File: config.mk
export PLATFORM = sky130hd
export DESIGN_NAME = controle_multiciclo
export DESIGN_NICKNAME = d
export VERILOG_FILES = /design/src/rtl/controle_multiciclo.sv
export SDC_FILE = /design/constraint.sdc
export NUM_CORES = 1
export LEC_CHECK = 0
export ABC_AREA = 1
export CAP_MARGIN = 40
export CORE_MARGIN = 1
export CORE_UTILIZATION = 25
export DETAILED_ROUTE_END_ITERATION = 10
export PLACE_DENSITY = 0.42
export SYNTH_ARGS = -nofsm -noshare
export SYNTH_HDL_FRONTEND = slang
export SYNTH_SLANG_ARGS = --single-unit
export TNS_END_PERCENT = 50
File: constraint.sdc
create_clock -name clk -period 2 [get_ports clk]
set_input_delay 0.4 -clock clk [delete_from_list [all_inputs] [get_ports clk]]
set_output_delay 0.4 -clock clk [all_outputs]
set_load 0.05 [all_outputs]
File: src/rtl/controle_multiciclo.sv
// Multicycle control unit for an RV32I subset: sequences fetch/decode/execute/memory/writeback
// and presents the ALU its operation code plus the immediate in sign/magnitude form.
module controle_multiciclo #(
    parameter int TIMEOUT_MEM = 0
) (
    input  logic        clk,
    input  logic        rst_n,
    input  logic [31:0] instrucao,
    input  logic        mem_pronto,
    output logic [3:0]  estado,
    output logic        alusrc,
    output logic [3:0]  alucontrol,
    output logic        branch,
    output logic [11:0] imediato,
    output logic        negativo,
    output logic [4:0]  rs1,
    output logic [4:0]  rs2,
    output logic [4:0]  rd,
    output logic        ir_write,
    output logic        pc_write,
    output logic        regwrite,
    output logic        memread,
    output logic        memwrite,
    output logic        memtoreg,
    output logic        ilegal,
    output logic        erro_mem
);

    typedef enum logic [3:0] {
        BUSCA       = 4'b0000,
        DECODIFICA  = 4'b0001,
        EXEC        = 4'b0101,
        EXEC_DESVIO = 4'b0110,
        LE_MEM      = 4'b0111,
        ESCREVE_MEM = 4'b1000,
        ESCRITA_REG = 4'b1001,
        DESVIO      = 4'b1010
    } estado_t;

    typedef enum logic [1:0] {
        C_ALU    = 2'd0,
        C_LOAD   = 2'd1,
        C_STORE  = 2'd2,
        C_BRANCH = 2'd3
    } classe_t;

    localparam logic [6:0] OP_R      = 7'b0110011;
    localparam logic [6:0] OP_IMM    = 7'b0010011;
    localparam logic [6:0] OP_LOAD   = 7'b0000011;
    localparam logic [6:0] OP_STORE  = 7'b0100011;
    localparam logic [6:0] OP_BRANCH = 7'b1100011;
    localparam logic [6:0] F7_BASE   = 7'b0000000;
    localparam logic [6:0] F7_ALT    = 7'b0100000;

    localparam int                CNT_W    = (TIMEOUT_MEM > 1) ? $clog2(TIMEOUT_MEM) : 1;
    localparam logic [CNT_W-1:0] CNT_LAST = CNT_W'(TIMEOUT_MEM - 1);

    // Returns {sign, |v|}; the most negative value maps to magnitude 0x800.
    function automatic logic [12:0] sinal_magnitude(input logic signed [11:0] v);
        logic [11:0] mag;
        mag = v[11] ? 12'(-v) : 12'(v);
        return {v[11], mag};
    endfunction

    estado_t          estado_q;
    classe_t          classe_q;
    logic             ativo_q;
    logic [31:0]      ir_q;
    logic [CNT_W-1:0] cnt_q;
    logic             alusrc_q;
    logic [3:0]       aluctl_q;
    logic             branch_q;
    logic [11:0]      imm_q;
    logic             neg_q;
    logic [4:0]       rs1_q;
    logic [4:0]       rs2_q;
    logic [4:0]       rd_q;
    logic             memtoreg_q;
    logic             ilegal_q;
    logic             erro_mem_q;

    logic [6:0]         opcode;
    logic [2:0]         funct3;
    logic [6:0]         funct7;
    logic signed [11:0] imm_i;
    logic signed [11:0] imm_s;
    logic signed [11:0] imm_b;

    assign opcode = ir_q[6:0];
    assign funct3 = ir_q[14:12];
    assign funct7 = ir_q[31:25];
    assign imm_i  = ir_q[31:20];
    assign imm_s  = {ir_q[31:25], ir_q[11:7]};
    // Branch offset is always even, so the halfword count is the B-field without its implicit zero.
    assign imm_b  = {ir_q[31], ir_q[7], ir_q[30:25], ir_q[11:8]};

    logic       legal_d;
    classe_t    classe_d;
    logic       alusrc_d;
    logic [3:0] aluctl_d;
    logic       branch_d;
    logic       memtoreg_d;
    logic [11:0] imm_d;
    logic       neg_d;

    always_comb begin
        legal_d    = 1'b0;
        classe_d   = C_ALU;
        alusrc_d   = 1'b1;
        aluctl_d   = 4'b0000;
        branch_d   = 1'b0;
        memtoreg_d = 1'b0;
        imm_d      = 12'd0;
        neg_d      = 1'b0;
        case (opcode)
            OP_R: begin
                alusrc_d = 1'b0;
                legal_d  = 1'b1;
                if (funct7 == F7_BASE) begin
                    case (funct3)
                        3'b000:  aluctl_d = 4'b0010;
                        3'b001:  aluctl_d = 4'b1010;
                        3'b100:  aluctl_d = 4'b0100;
                        3'b101:  aluctl_d = 4'b0101;
                        3'b110:  aluctl_d = 4'b0001;
                        3'b111:  aluctl_d = 4'b0000;
                        default: legal_d  = 1'b0;
                    endcase
                end else if (funct7 == F7_ALT && funct3 == 3'b000) begin
                    aluctl_d = 4'b0110;
                end else begin
                    legal_d = 1'b0;
                end
            end
            OP_IMM: begin
                legal_d = 1'b1;
                case (funct3)
                    3'b000: begin
                        aluctl_d       = 4'b0011;
                        {neg_d, imm_d} = sinal_magnitude(imm_i);
                    end
                    // ori hands over the raw field; the ALU zero-extends it
                    3'b110: begin
                        aluctl_d = 4'b1001;
                        imm_d    = ir_q[31:20];
                    end
                    3'b001: begin
                        aluctl_d = 4'b1010;
                        imm_d    = {7'b0, ir_q[24:20]};
                        legal_d  = (funct7 == F7_BASE);
                    end
                    default: legal_d = 1'b0;
                endcase
            end
            OP_LOAD: begin
                classe_d       = C_LOAD;
                memtoreg_d     = 1'b1;
                {neg_d, imm_d} = sinal_magnitude(imm_i);
                case (funct3)
                    3'b010: begin
                        legal_d  = 1'b1;
                        aluctl_d = 4'b0010;
                    end
                    3'b000: begin
                        legal_d  = 1'b1;
                        aluctl_d = 4'b1100;
                    end
                    default: legal_d = 1'b0;
                endcase
            end
            OP_STORE: begin
                classe_d       = C_STORE;
                aluctl_d       = 4'b0010;
                legal_d        = (funct3 == 3'b010);
                {neg_d, imm_d} = sinal_magnitude(imm_s);
            end
            OP_BRANCH: begin
                classe_d       = C_BRANCH;
                branch_d       = 1'b1;
                {neg_d, imm_d} = sinal_magnitude(imm_b);
                case (funct3)
                    3'b000: begin
                        legal_d  = 1'b1;
                        aluctl_d = 4'b1111;
                    end
                    3'b001: begin
                        legal_d  = 1'b1;
                        aluctl_d = 4'b0110;
                    end
                    default: legal_d = 1'b0;
                endcase
            end
            default: legal_d = 1'b0;
        endcase
    end

    always_ff @(posedge clk or negedge rst_n) begin
        if (!rst_n) begin
            estado_q   <= BUSCA;
            classe_q   <= C_ALU;
            ativo_q    <= 1'b0;
            ir_q       <= '0;
            cnt_q      <= '0;
            alusrc_q   <= 1'b0;
            aluctl_q   <= 4'b0000;
            branch_q   <= 1'b0;
            imm_q      <= 12'd0;
            neg_q      <= 1'b0;
            rs1_q      <= 5'd0;
            rs2_q      <= 5'd0;
            rd_q       <= 5'd0;
            memtoreg_q <= 1'b0;
            ilegal_q   <= 1'b0;
            erro_mem_q <= 1'b0;
        end else begin
            ilegal_q   <= 1'b0;
            erro_mem_q <= 1'b0;
            case (estado_q)
                // First edge after reset only arms the unit, so reset leaves every output low.
                BUSCA: begin
                    if (!ativo_q) begin
                        ativo_q <= 1'b1;
                    end else begin
                        ir_q     <= instrucao;
                        estado_q <= DECODIFICA;
                    end
                end
                DECODIFICA: begin
                    if (legal_d) begin
                        classe_q   <= classe_d;
                        alusrc_q   <= alusrc_d;
                        aluctl_q   <= aluctl_d;
                        branch_q   <= branch_d;
                        imm_q      <= imm_d;
                        neg_q      <= neg_d;
                        rs1_q      <= ir_q[19:15];
                        rs2_q      <= ir_q[24:20];
                        rd_q       <= ir_q[11:7];
                        memtoreg_q <= memtoreg_d;
                        estado_q   <= (classe_d == C_BRANCH) ? EXEC_DESVIO : EXEC;
                    end else begin
                        ilegal_q <= 1'b1;
                        estado_q <= BUSCA;
                    end
                end
                EXEC: begin
                    cnt_q <= '0;
                    case (classe_q)
                        C_LOAD:  estado_q <= LE_MEM;
                        C_STORE: estado_q <= ESCREVE_MEM;
                        default: estado_q <= ESCRITA_REG;
                    endcase
                end
                LE_MEM, ESCREVE_MEM: begin
                    if (mem_pronto) begin
                        estado_q <= (estado_q == LE_MEM) ? ESCRITA_REG : BUSCA;
                    end else if (TIMEOUT_MEM > 0 && cnt_q == CNT_LAST) begin
                        erro_mem_q <= 1'b1;
                        estado_q   <= BUSCA;
                    end else begin
                        cnt_q <= cnt_q + 1'b1;
                    end
                end
                EXEC_DESVIO: estado_q <= DESVIO;
                default:     estado_q <= BUSCA;
            endcase
        end
    end

    // Strobes depend on the state register alone; reset clears them without waiting for a clock.
    assign ir_write   = (estado_q == BUSCA) && ativo_q;
    assign pc_write   = (estado_q == BUSCA) && ativo_q;
    assign memread    = (estado_q == LE_MEM);
    assign memwrite   = (estado_q == ESCREVE_MEM);
    assign regwrite   = (estado_q == ESCRITA_REG);

    assign estado     = estado_q;
    assign alusrc     = alusrc_q;
    assign alucontrol = aluctl_q;
    assign branch     = branch_q;
    assign imediato   = imm_q;
    assign negativo   = neg_q;
    assign rs1        = rs1_q;
    assign rs2        = rs2_q;
    assign rd         = rd_q;
    assign memtoreg   = memtoreg_q;
    assign ilegal     = ilegal_q;
    assign erro_mem   = erro_mem_q;

endmodule

==> out/metrics.yaml <==
critPathSlowestCell: "dfrtp_1"
worst_slack_ns: 0.02126
num-nets-final: 766
drt-wirelength-per-cell_um: 15.06
initial_utilization: 0.2561
fin_util: 0.3634
end_kind: "primary output"
final_hold_viol_count: 0
yosys_warnings: 0
grt_overflow: 0
finalCritPeriodShare: 0.9894
hold_start: "ir_q[18]"
vias: 4350
cts.sink_count: 75
leakage_nw: 3.043
worstPathMaxFanout: 9
fmax_mhz: 505.4
grt_pass1_wl_um: 23500
cpLargestDelayFamily: "simple AND/OR/NAND/NOR gates"
rrSetupSlack_ns: 0.17
place_inst: 926
drt_first_pass_iters: 5
ys_seq_area_frac: 0.4418
syn-mean-instance-area_um2: 7.010
regToRegStartpoint: "ir_q[12]"
place_area_um2: 5563
path_cells: "nor2_1 -> nand2_1 -> nor2_2 -> inv_2 -> nor2_4 -> buf_12 -> buf_12"
grt_max_degree: 42
cts_buffers: 9
netlist_instances: 606
routed_via_density: 4.565
place_congestion: 0.9337
path_class: "reg2out"
dr.first_iter.drc_count: 262
cellPowerDensity_nw_per_um2: 1465
cts_tree: "built"
cp_num_buf_inv: 3
syn2layout_area_growth_pct: 41.86
final_area_um2: 6026
ys_types: 32
layout.cells.non_filler: 953
holdPathEnd: "ir_q[18]"
port_buffers: 79
tightest_slew_ns: 0.6272
std_cell_rows: 47
ys_seq_elements: 75
run_status: "finished, final reports clean"
core-area_um2: 16580
report.final.slew_viol_count: 0
dieArea_um2: 17520
fin_skew_ns: 0.01123
preCtsSetupSlack_ns: 0.06061
syn_nets: 644
clk_pin_slew_ns: 0.06
wirelength_um: 14350
crit_arrival_ns: 1.58
grt_pass1_vias: 4444
drive_gt1_frac: 0.1596
r2r-end: "rd[3]"
p_total_w: 0.008826
max_cap_violations: 0
period_minus_slack_ns: 1.979
setup_viol_count_final: 0
slowest_delay_ns: 0.41
layout_commonest_cell: "nand2_1"
hold_class: "reg2reg"
grtUsageTotal: 0.1746
antenna_found_initial: 0
io_pins: 81
ant_nets: 0
rr_worst_depth: 11
hpwl_um: 11150
cp-start-kind: "flip-flop"
crit_top_cell: "buf_12"
cts_buffer_depth: 2
holdPathStages: 2
max-vdd-ir-drop_mv: 0.4119
dieWidth_um: 132.4
final_cell_mix: "nand2_1 (242), dfrtp_1 (73), buf_4 (64)"
fp.dieH_um: 132.4
htreeDepth: 3
diodes: 0
cts_root_buf: "clkbuf_16"
synthesis.area_um2: 4248
clk_latency_ns: 0.35
maxSlewHeadroom: 0.5775
rsz0062_at_grt: "yes"
drc_errors: 0
required_ns: 1.60
[worst reg2reg max path, stage by stage (launching register included)]
cell	delay (ns)
dfrtp_1	0.41
inv_1	0.13
nand2_1	0.10
nor2_4	0.25
nand3_4	0.12
nand2_1	0.08
nand2_1	0.06
nand3_2	0.12
nand2_4	0.11
buf_12	0.19
nand2_1	0.08
o21ai_0	0.07
[layout make-up]
cell class | count | area [µm²]
fillers | 1799 | 10560
clock inverters | 6 | 71.32
multi-input cells | 459 | 2116
flip-flops and latches | 75 | 1879
clock buffers | 10 | 239.0
well taps | 220 | 275.3
inverters | 52 | 195.2
repair buffers | 131 | 1250
[stage by stage]
step	hold WS [ns]	setup TNS, ns
after global placement	0.3073	0
after floorplan	0.1044	-1.373
after global routing	0.5005	-0.1524
after CTS	0.4738	-0.007001
after detailed placement	0.3101	0
final	0.4740	0
[registers in the layout (all words and copies together) (netlist names)]
register and count:
ir_q 32, imediato 12, rd 5, rs1 5, rs2 5, alucontrol 4, estado 4, classe_q 2
alusrc 1, ativo_q 1, branch 1, ilegal 1, memtoreg 1, negativo 1
[routing by layer]
metal,up-vias,track usage,share of wire
met3,24,0.03883,0.045
met4,0,0.06130,0.022
li1,2193,-,-
met1,2026,0.2187,0.46
met5,-,0,0
met2,107,0.2944,0.47
[worst max-delay path by stage]
stage / end / start / cells past startpoint / slack (ns)
2_1_floorplan: pc_write / estado[1] / 8 / -0.27
3_3_place_gp: rd[2] / ir_q[13] / 11 / 0.07
3_5_place_dp: rs2[0] / ir_q[13] / 11 / 0.06
4_1_cts: pc_write / estado[2] / 7 / -0.004
5_1_grt: pc_write / estado[2] / 7 / -0.07
6_report: pc_write / estado[2] / 7 / 0.02
[power breakdown]
part           internal [W]  total [W]  leakage (nW)  switching, W
Combinational       0.00161    0.00462          1.93       0.00301
Clock               0.00101    0.00170         0.146      0.000686
Sequential          0.00203    0.00251         0.972      0.000481
[cells in the mapped netlist, drive strengths merged]
cell     instances  share of area
o21a             2         0.0035
o21ai           53          0.062
o2111ai          2         0.0041
xor2             4         0.0082
o22ai            1         0.0015
buf             17          0.027
nand3           59          0.072
nand3b           2         0.0035
o21bai           2         0.0035
and2             1         0.0015
a21oi           15          0.018
nor2            50          0.048
nand4           11          0.016
clkbuf           3         0.0027
nor3             5         0.0059
dfrtp           75           0.44
conb             1        0.00088
o211ai           3         0.0053
ha               3         0.0088
nor3b            1         0.0018
clkinv           1        0.00088
inv             51          0.045
nand2          244           0.22
[cell families (layout without fill, tap and decap cells)]
group | count (synthesis) | after routing | synth area share
xor+xnor | 4 | 4 | 0.008247
compound gates | 78 | 78 | 0.09808
buf+inv | 72 | 199 | 0.07570
fa+ha+maj | 3 | 3 | 0.008837
other cells | 1 | 1 | 0.0008828
simple gates | 373 | 373 | 0.3664
flops | 75 | 75 | 0.4418
[what timing repair did]
| action | CTS | global route |
|---|---|---|
| setup buffers | 1 | 9 |
| gates resized for setup | 6 | 17 |
| pin swaps | 0 | 3 |
| setup endpoints to repair | 3 | 39 |
| hold buffers | 1 | 0 |
| hold endpoints to repair | 19 | 0 |
| gates cloned | 0 | 0 |
Note: power is estimated with default switching activity, not from simulation.
